**config.mk**
```make
export PLATFORM = sky130hd
export DESIGN_NAME = sub3_serial
export DESIGN_NICKNAME = d
export VERILOG_FILES = /design/src/rtl/sub3_pkg.sv /design/src/rtl/sub2_digit.sv /design/src/rtl/sub3_serial.sv
export SDC_FILE = /design/constraint.sdc
export NUM_CORES = 1
export LEC_CHECK = 0
export BUFFER_PORTS_ARGS = -buffer_cell sky130_fd_sc_hd__buf_4
export CELL_PAD_IN_SITES_DETAIL_PLACEMENT = 0
export CELL_PAD_IN_SITES_GLOBAL_PLACEMENT = 1
export CORE_MARGIN = 1.5
export CORE_UTILIZATION = 25
export CTS_CLUSTER_DIAMETER = 80
export DETAILED_ROUTE_END_ITERATION = 8
export MAX_ROUTING_LAYER = met4
export PLACE_DENSITY_LB_ADDON = 0.1
export SLEW_MARGIN = 25
export SYNTH_ARGS = -nofsm -noshare
export SYNTH_HDL_FRONTEND = slang
export SYNTH_SLANG_ARGS = --single-unit
export TNS_END_PERCENT = 10
```
**constraint.sdc**
```tcl
create_clock -name clk -period 3.7 [get_ports clk]
set_input_delay 0 -clock clk [delete_from_list [all_inputs] [get_ports clk]]
set_output_delay 0 -clock clk [all_outputs]
set_load 0.01 [all_outputs]
```
**src/rtl/sub3_pkg.sv**
```systemverilog
// Shared types and constants for the radix-4 serial three-operand subtractor.
// Digit width, FSM state encoding and the digit-cycle count helper.
package sub3_pkg;

  localparam int DIGIT_W = 2;

  typedef enum logic [1:0] {
    IDLE = 2'd0,
    RUN  = 2'd1,
    DONE = 2'd2
  } state_e;

  function automatic int calc_k(input int n);
    return (n + DIGIT_W - 1) / DIGIT_W;
  endfunction

endpackage

```
**src/rtl/sub2_digit.sv**
```systemverilog
// Combinational one-digit (2-bit) subtract with borrow in and borrow out.
// Pure logic; the caller registers the borrow between digits.
module sub2_digit
  import sub3_pkg::*;
(
  input  logic [DIGIT_W-1:0] x_i,
  input  logic [DIGIT_W-1:0] y_i,
  input  logic               b_i,
  output logic [DIGIT_W-1:0] d_o,
  output logic               b_o
);

  logic [DIGIT_W:0] diff;

  // Top bit of the one-bit-wider difference is the borrow out
  always_comb begin
    diff = {1'b0, x_i} - {1'b0, y_i} - {{DIGIT_W{1'b0}}, b_i};
    d_o  = diff[DIGIT_W-1:0];
    b_o  = diff[DIGIT_W];
  end

endmodule

```
**src/rtl/sub3_serial.sv**
```systemverilog
// Digit-serial a - b - c, two bits per cycle, LSB digit first.
// Two chained digit subtractors, each with its own registered borrow.
module sub3_serial
  import sub3_pkg::*;
#(
  parameter int N = 16
) (
  input  logic         clk,
  input  logic         rst_n,
  input  logic         start,
  input  logic [N-1:0] a,
  input  logic [N-1:0] b,
  input  logic [N-1:0] c,
  output logic [N-1:0] y,
  output logic         neg,
  output logic         busy,
  output logic         done
);

  localparam int K  = calc_k(N);
  localparam int W  = K * DIGIT_W;
  localparam int CW = (K > 1) ? $clog2(K) : 1;

  state_e state_q, state_d;

  logic [W-1:0]  a_q, a_d;
  logic [W-1:0]  b_q, b_d;
  logic [W-1:0]  c_q, c_d;
  logic [W-1:0]  res_q, res_d;
  logic          br1_q, br1_d;
  logic          br2_q, br2_d;
  logic [CW-1:0] cnt_q, cnt_d;
  logic [N-1:0]  y_q, y_d;
  logic          neg_q, neg_d;

  logic [DIGIT_W-1:0] d1;
  logic [DIGIT_W-1:0] ydig;
  logic               bo1;
  logic               bo2;
  logic               last;

  sub2_digit u_stage1 (
    .x_i (a_q[DIGIT_W-1:0]),
    .y_i (b_q[DIGIT_W-1:0]),
    .b_i (br1_q),
    .d_o (d1),
    .b_o (bo1)
  );

  sub2_digit u_stage2 (
    .x_i (d1),
    .y_i (c_q[DIGIT_W-1:0]),
    .b_i (br2_q),
    .d_o (ydig),
    .b_o (bo2)
  );

  assign last = (cnt_q == CW'(K - 1));

  always_comb begin
    state_d = state_q;
    a_d     = a_q;
    b_d     = b_q;
    c_d     = c_q;
    res_d   = res_q;
    br1_d   = br1_q;
    br2_d   = br2_q;
    cnt_d   = cnt_q;
    y_d     = y_q;
    neg_d   = neg_q;
    unique case (state_q)
      IDLE: begin
        if (start) begin
          state_d = RUN;
          a_d     = W'(a);
          b_d     = W'(b);
          c_d     = W'(c);
          res_d   = '0;
          br1_d   = 1'b0;
          br2_d   = 1'b0;
          cnt_d   = '0;
        end
      end
      RUN: begin
        a_d   = a_q >> DIGIT_W;
        b_d   = b_q >> DIGIT_W;
        c_d   = c_q >> DIGIT_W;
        res_d = (res_q >> DIGIT_W)
              | (W'(ydig) << (W - DIGIT_W));
        br1_d = bo1;
        br2_d = bo2;
        cnt_d = cnt_q + CW'(1);
        // Publish only the finished word so y never shows partials
        if (last) begin
          state_d = DONE;
          y_d     = res_d[N-1:0];
          neg_d   = bo1 | bo2;
        end
      end
      DONE: begin
        state_d = IDLE;
      end
      default: begin
        state_d = IDLE;
      end
    endcase
  end

  always_ff @(posedge clk or negedge rst_n) begin
    if (!rst_n) begin
      state_q <= IDLE;
      a_q     <= '0;
      b_q     <= '0;
      c_q     <= '0;
      res_q   <= '0;
      br1_q   <= 1'b0;
      br2_q   <= 1'b0;
      cnt_q   <= '0;
      y_q     <= '0;
      neg_q   <= 1'b0;
    end else begin
      state_q <= state_d;
      a_q     <= a_d;
      b_q     <= b_d;
      c_q     <= c_d;
      res_q   <= res_d;
      br1_q   <= br1_d;
      br2_q   <= br2_d;
      cnt_q   <= cnt_d;
      y_q     <= y_d;
      neg_q   <= neg_d;
    end
  end

  assign y    = y_q;
  assign neg  = neg_q;
  assign busy = (state_q == RUN);
  assign done = (state_q == DONE);

endmodule

```
# Word level (Yosys, flattened, before mapping)
# Cells that the tools add are included.
# classes
n_addsub	5
eq_ne	5
mux	16
bitwise_logic	2
reduce_logical	5
# op_table
cell	count
one-hot mux 16 bit (2 select lines)	4
two-way mux 16 bit	4
OR 14 x 16 -> 16 bit	1
one-hot mux 3 bit (2 select lines)	1
AND reduction 2 bit	3
subtractor 2 x 2 -> 3 bit	2
subtractor 3 x 1 -> 3 bit	2
two-way mux 2 bit	2
one-hot mux 1 bit (2 select lines)	2
one-hot mux 2 bit (2 select lines)	1
adder 3 x 1 -> 3 bit (second input constant)	1
equality test 3 bit (second input constant)	1
two-way mux 3 bit	1
equality test 2 x 1 -> 1 bit (second input constant)	1
equality test 2 bit (second input constant)	1
logical NOT 2 bit	1
!= test 2 x 1 -> 1 bit (second input constant)	1
!= test 2 bit (second input constant)	1
nonzero test 2 bit	1
two-way mux 1 bit	1
OR 1 bit	1
# totals
regBits	88
out_inout_bits	19
word_cells	43

# Depth between registers and ports, before layout
# Gate-level depths: netlist of the first run.
# depth
word_depth	6
mapped_depth	7
mapped_depth_nobuf	7

# Cells and area by module
# A second synthesis of the first run with hierarchy kept.
# unflattened
hier_cells	362
hier_area_um2	4211.5
# by_module_without_submodules
mod	instances	cells_each	area_each_um2	seq_area_each_um2
sub3_serial	1	346	4086.4	2152.1
sub2_digit	2	8	62.6	0.0

# Least setup slack after synthesis of the first run
# Ideal clock, no wire load.
# synth_path
path_kind	reg2reg
start	register a_q[0]
end	register br2_q
arrival_time_ns	1.947
t_required_ns	3.579
path_slack_ns	1.632
stages_incl_launch_ff	6
path_buffers	0
synth_period_minus_slack_ns	2.068
cell_sequence	dfrtp_1 > fa_1 > inv_1 > fa_1 > fa_1 > a22o_1
# synth_between
elab_chain_len	5
# synth_rtl
element	line_no	source
start: declaration	sub3_serial.sv:26	logic [W-1:0] a_q, a_d;
start signal: assignment	sub3_serial.sv:112	a_q <= '0;
start signal: assignment	sub3_serial.sv:123	a_q <= a_d;
subtractor 2 x 2 -> 3 bit	sub2_digit.sv:17	diff = {1'b0, x_i} - {1'b0, y_i} - {{DIGIT_W{1'b0}}, b_i};
subtractor 3 x 1 -> 3 bit	sub2_digit.sv:17	
subtractor 2 x 2 -> 3 bit	sub2_digit.sv:17	
subtractor 3 x 1 -> 3 bit	sub2_digit.sv:17	
one-hot mux 1 bit (2 select lines)	sub3_serial.sv:71	unique case (state_q)
end signal: assignment	sub3_serial.sv:128	br2_q <= br2_d;
end: declaration	sub3_serial.sv:31	logic br2_q, br2_d;
# No other way between the ends.
# A chain may end at the register's enable or synchronous reset.

# Worst setup path in the final report of the first run
# layout_path
start	register state_q[0]
end	output busy
# layout_between
elab_chain_len	1
# layout_rtl
element	line_no	source
start: declaration	sub3_serial.sv:24	state_e state_q, state_d;
start signal: assignment	sub3_serial.sv:122	state_q <= state_d;
equality test 2 x 1 -> 1 bit	sub3_serial.sv:137	assign busy = (state_q == RUN);
end: declaration	sub3_serial.sv:16	output logic busy,
# No other way between the ends.

==> results_dict.tcl, run 1 <==
set metrics [dict create \
    max_freq_mhz 448 \
    power_leakage_nw 2.25 \
    slew_headroom_pct 42.2 \
    place_congestion 0.715 \
    syn-num-nets 380 \
    finalPower_w 0.00408 \
    ios 70 \
    viasPerCell 4.95 \
    clkTransAtPathRegs_ns 0.06 \
    grt_pass1_vias 3192 \
    port_buffers 69 \
    antenna_cells 0 \
    htree_levels 3 \
    antenna_found_initial 0 \
    overflow 0 \
    postRouteWirelength_um 10800 \
    grt_max_degree 56 \
    clock_skew_ns 0.00445 \
    ant_nets 0 \
    cts_tree "done" \
    clkSinkCount 86 \
    yosysWarnings 0 \
    utilization_pct 35.3 \
    cts_setup_buffers 0 \
    setup_viol 0 \
    powerDensity_nw_per_um2 797 \
    place_ws_ns 1.40 \
    numCtsBuffers 9 \
    netlist_instances 323 \
    hold_class "in2reg" \
    start_util_pct 25.5 \
    synth_seq_cells 86 \
    rsz0062_at_grt "no" \
    final.setup.tns_ns 0 \
    min_period_over_period_pct 60.3 \
    fin_ws_ns 1.47 \
    ys_types 25 \
    cts_hold_buf 46 \
    cp-end-kind "primary output" \
    ir_worst_vdd_v 0.000280 \
    tightest_slew_ns 0.866 \
    cp_max_fo 19 \
    yosysSeqAreaShare_pct 58.3 \
    via_count 3044 \
    crit_required_ns 3.70 \
    whs_ns 0.0201 \
    die_w_um 125 \
    area_growth_pct 38.6 \
    cts_root_buffer "clkbuf_16" \
    crit_type "reg2out" \
    dp_hpwl_um 6570 \
    cts.path.max_buffers 2 \
    drc_errors 0 \
    status "finished clean" \
    slew_violations 0 \
    grt_pass1_wl_um 17400 \
    finalWorstPathRequiredPeriod_ns 2.23 \
    clock_latency_ns 0.35 \
    design.die.area_um2 15500 \
    synth_area_um2 3690 \
    startpoint_type "register" \
    hold_viol 0 \
    drt-initial-drc-count 128 \
    post_cts_resize_count 0 \
    avgRoutedWirePerCell_um 17.6 \
    cap_viol_max_count 0 \
    die_h_um 125 \
    std_cell_rows 44 \
    drive_above_1_share_pct 23.0 \
    syn_area_per_cell_um2 11.4 \
    nNetsFinal 483 \
    grtUsageTotal_pct 14.9 \
    critical_path_arrival_ns 2.23 \
    core_um2 14500 \
    dr.pass1.iters 4 \
]
flip-flops by register name, indices dropped and copies added (netlist names):
signal   cells
a_q         16
b_q         16
c_q         16
y           16
res_q       14
cnt_q        3
state_q      2
br1_q        1
br2_q        1
neg          1
critical path, cell delays in order, from the launching register on:
cell,delay [ns]
dfrtp_1,0.68
nand2b_2,0.40
inv_1,0.57
buf_4,0.22
final timing paths:
kind,start,endpoint,slack [ns],cells past startpoint
max,state_q[0],busy,1.47,3
max reg2reg,a_q[0],br2_q,1.55,5
min reg2reg,y[9],y[9],0.49,1
min in group asynchronous,rst_n,y[1],0.27,2
max in group asynchronous,rst_n,y[3],2.52,3
min,b[1],b_q[1],0.02,3
power by group:
part	internal (W)	total [W]	switching [W]
clock	0.000595	0.000967	0.000372
sequential	0.00136	0.00170	0.000341
combinational	0.000673	0.00141	0.000738
cell usage after synthesis, drive strengths merged:
master / count / area, um^2
o21ai: 16 / 80.1
buf: 21 / 123
fa: 4 / 80.1
and2b: 1 / 7.51
o221a: 3 / 33.8
o22ai: 79 / 494
ha: 2 / 25.0
o21bai: 1 / 18.8
clkbuf: 7 / 26.3
mux2: 14 / 158
inv: 9 / 33.8
nor2: 5 / 23.8
nor2b: 2 / 12.5
a21oi: 40 / 200
nand2: 11 / 41.3
dfrtp: 86 / 2150
nand2b: 2 / 12.5
a32o: 1 / 10.0
a22o: 15 / 131
nand3b: 4 / 30.0
layer usage:
layer  vias to the layer above  global-route usage (%)  share of wire (%)
met5                         -                       -                  0
met3                        10                    4.21                3.4
met4                         0                    3.85                1.1
met2                        59                    23.7                 48
met1                      1534                    18.6                 47
li1                       1441                       -                  -
metrics by stage:
| stage | area, um^2 | cells |
|---|---|---|
| global route | 5120 | 615 |
| floorplan | 3690 | 323 |
| global placement | 4330 | 552 |
| detailed placement | 4330 | 552 |
| finish | 5120 | 615 |
| CTS | 5110 | 614 |
cell type report:
type,count,area [um^2]
flip-flops and latches,86,2150
inverters,9,33.8
clock inverters,3,40.0
well taps,184,230
clock buffers,13,280
repair buffers,120,1020
fillers,1473,9360
multi-input cells,200,1360
logic make-up after synthesis:
kind of cell	synth area share [%]
muxes	4.27
AOI/OAI and AO/OA	26.2
adders and majority gates	2.85
buffers and inverters	4.95
and+or+nand+nor	3.46
DFF	58.3
cells in the final DEF (no fill, tap or decap), types with 2 or more instances in the layout:
master          n
dlygate4sd3_1  46
o22ai_1        79
nand3b_1        4
nor2b_1         2
nor2_1          3
nor2_2          2
o21ai_1         3
mux2_1         13
clkinv_2        2
dfrtp_1        86
clkbuf_16       9
clkbuf_8        4
a21oi_1        40
fa_1            4
a22o_1         15
o21ai_0        13
ha_1            2
nand2_1        11
inv_1           8
o221a_2         3
buf_4          73
Note: power is estimated with default switching activity, not from simulation.
==> inputs of run 2 (changes only) <==
ABC_AREA = 1   (was unset)
clock period = 1.91 ns   (was 3.7 ns; I/O delays follow)
==> run 2 against run 1 <==
Against the previous run: the flow now finishes with violations (negative setup slack); combinational power increased to 2.7 times the previous value; clock skew increased by 0.0034 ns; global-route usage decreased by 0.89 points; first-iteration DRC count increased by 31%; highest routed layer unchanged; power increased by 110%; setup slack got worse by 1.6 ns; utilization decreased by 0.76 points; die area increased by 14%; final cell count increased by 41%; largest power group is now combinational logic; critical path depth increased by 3.
==> results_dict.tcl, run 2 <==
set metrics [dict create \
    startpoint_type "register" \
    die_h_um 133 \
    rsz0062_at_grt "yes" \
    yosysWarnings 0 \
    die_w_um 133 \
    std_cell_rows 47 \
    max_freq_mhz 493 \
    slew_violations 0 \
    critPathSlowestCell "fa_2" \
    via_count 3699 \
    cp_top_family "adder cells" \
    utilization_pct 34.6 \
    final_area_um2 5710 \
    path_buf_inv 2 \
    netlist_top_cells_area "dfrtp_1 (51%), nand3_1 (16%), nand2_1 (12%)" \
    place_congestion 0.683 \
    synth_ff_type "dfrtp_1" \
    port_buffers 69 \
    critical_path_arrival_ns 2.26 \
    tightest_slew_ns 0.544 \
    finalPower_w 0.00870 \
    multiInputGateArea_um2 1500 \
    clock_latency_ns 0.34 \
    htree_levels 3 \
    power_leakage_nw 3.03 \
    slew_headroom_pct 63.6 \
    cp_max_fo 2 \
    grt_max_degree 54 \
    synth_edf_count 0 \
    fin_ws_ns -0.119 \
    postRouteWirelength_um 11000 \
    antenna_cells 0 \
    syn_area_per_cell_um2 7.81 \
    yosysSeqAreaShare_pct 51.1 \
    finalWorstPathRequiredPeriod_ns 2.03 \
    synth.top_cell.area_share_pct 51.1 \
    crit_required_ns 2.14 \
    final_cell_mix "nand2_1 (131), nand3_1 (131), inv_1 (101)" \
    cts_root_buffer "clkbuf_16" \
    syn-num-nets 596 \
    clkSinkCount 86 \
    hold_class "in2reg" \
    path_cells "inv_2 > fa_2 > inv_2 > fa_2 > fa_2 > o21ai_1" \
    antenna_found_initial 0 \
    grt_pass1_vias 3726 \
    viasPerCell 4.25 \
    cts_tree "done" \
    powerDensity_nw_per_um2 1520 \
    overflow 0 \
    min_period_over_period_pct 106 \
    ant_nets 0 \
    ys_async_sr_fraction_pct 100 \
    slowest_delay_ns 0.56 \
    nNetsFinal 702 \
    grtUsageTotal_pct 14.0 \
    place_area_um2 4980 \
    ios 70 \
    crit_type "reg2reg" \
    cts.path.max_buffers 2 \
    numCtsBuffers 9 \
    dp_hpwl_um 6820 \
    drc_errors 0 \
    dr.pass1.iters 4 \
    crit_top_cell "fa_2" \
    synth_common_cells "nand2_1 (131), nand3_1 (131), inv_1 (104)" \
    synth_seq_cells 86 \
    cap_viol_max_count 0 \
    design.die.area_um2 17600 \
    clock_skew_ns 0.00782 \
    ir_worst_vdd_v 0.000633 \
    avgRoutedWirePerCell_um 12.7 \
    drive_above_1_share_pct 17.5 \
    drt-initial-drc-count 168 \
    setup_viol 3 \
    hold_viol 0 \
    cp-end-kind "register" \
    nFillCells 1791 \
    clkTransAtPathRegs_ns 0.07 \
    start_util_pct 25.5 \
    synth_area_um2 4210 \
    netlist_instances 539 \
    place_ws_ns -0.162 \
    final-seq-area_um2 2150 \
    status "complete, but fails checks" \
    grt_pass1_wl_um 18900 \
    yosys.area.top_type "dfrtp_1" \
    ys_types 19 \
    violations "negative setup slack" \
    core_um2 16500 \
    area_growth_pct 35.7 \
]
-- run 2: cell count changes after synthesis, moves of 6 or more --
cell and change:
o22ai_1 -78, nand2_1 +120, inv_1 +96, a22o_1 -15, nand3_1 +131, a21oi_1 -39
mux2_1 -13, o21ai_1 +10, o21ai_0 +10, buf_2 +6
-- run 2: path summary, 6_finish.rpt --
path                          start         end  slack, ns  cells past startpoint
max in group asynchronous     rst_n  state_q[0]       1.20                      3
min reg2reg                cnt_q[0]    cnt_q[0]       0.48                      1
min                            c[9]      c_q[9]     0.0005                      5
max                           br1_q   res_q[15]      -0.12                      6
max reg2reg                   br1_q   res_q[15]      -0.12                      6
min in group asynchronous     rst_n    res_q[3]       0.09                      2
-- run 2: cell type report --
type | count | share of cell area (%)
clock inverters | 6 | 0.788
flip-flops and latches | 86 | 37.7
multi-input cells | 314 | 26.3
well taps | 220 | 4.82
inverters | 105 | 6.90
clock buffers | 10 | 4.18
repair buffers | 129 | 19.3
-- run 2: cells by family (layout without fill, tap and decap cells) --
logic type | Yosys count | count (layout) | share of synthesized area [%]
and+or+nand+nor | 270 | 270 | 28.3
buffers and inverters | 139 | 250 | 13.5
adders and majority gates | 6 | 6 | 2.50
DFF | 86 | 86 | 51.1
AOI/OAI and AO/OA | 38 | 38 | 4.55
-- run 2: where the power goes --
group | internal [W] | leakage [nW] | total (W) | switching, W
clock network | 0.000922 | 0.131 | 0.00169 | 0.000768
registers | 0.00270 | 1.06 | 0.00316 | 0.000466
logic | 0.00161 | 1.84 | 0.00385 | 0.00224
total | 0.00522 | 3.03 | 0.00870 | 0.00348
-- run 2: timing repair --
action / 4_1_cts / 5_1_grt
hold endpoints to repair: 129 / 0
hold buffers: 44 / 0
setup buffers: 1 / 0
endpoints found under the setup margin: 4 / 4
pin swaps: 6 / 1
gates resized for setup: 3 / 1
gates cloned: 0 / 0
-- run 2: per-stage QoR --
stage / hold WS, ns / instances / setup TNS (ns)
4_1_cts: 0.00212 / 870 / -0.380
6_report: 0.000523 / 870 / -0.253
2_1_floorplan: -0.296 / 539 / -0.231
5_1_grt: 0.0214 / 870 / -0.534
3_3_place_gp: -0.0712 / 809 / -0.391
3_5_place_dp: -0.0760 / 809 / -0.512
-- run 2: tightest hold or removal path, cell delays in order --
cell	delay (ns)
buf_4	0.08
inv_1	0.03
nand2_1	0.06
nand3_1	0.08
nand2_1	0.06
-- run 2: metal layers --
metal | share of wire (%) | vias to the layer above | track usage, %
met5 | 0 | - | -
met3 | 3.6 | 2 | 4.02
met2 | 48 | 67 | 22.4
met1 | 48 | 1749 | 17.6
met4 | 0.50 | 0 | 2.93
li1 | - | 1881 | -
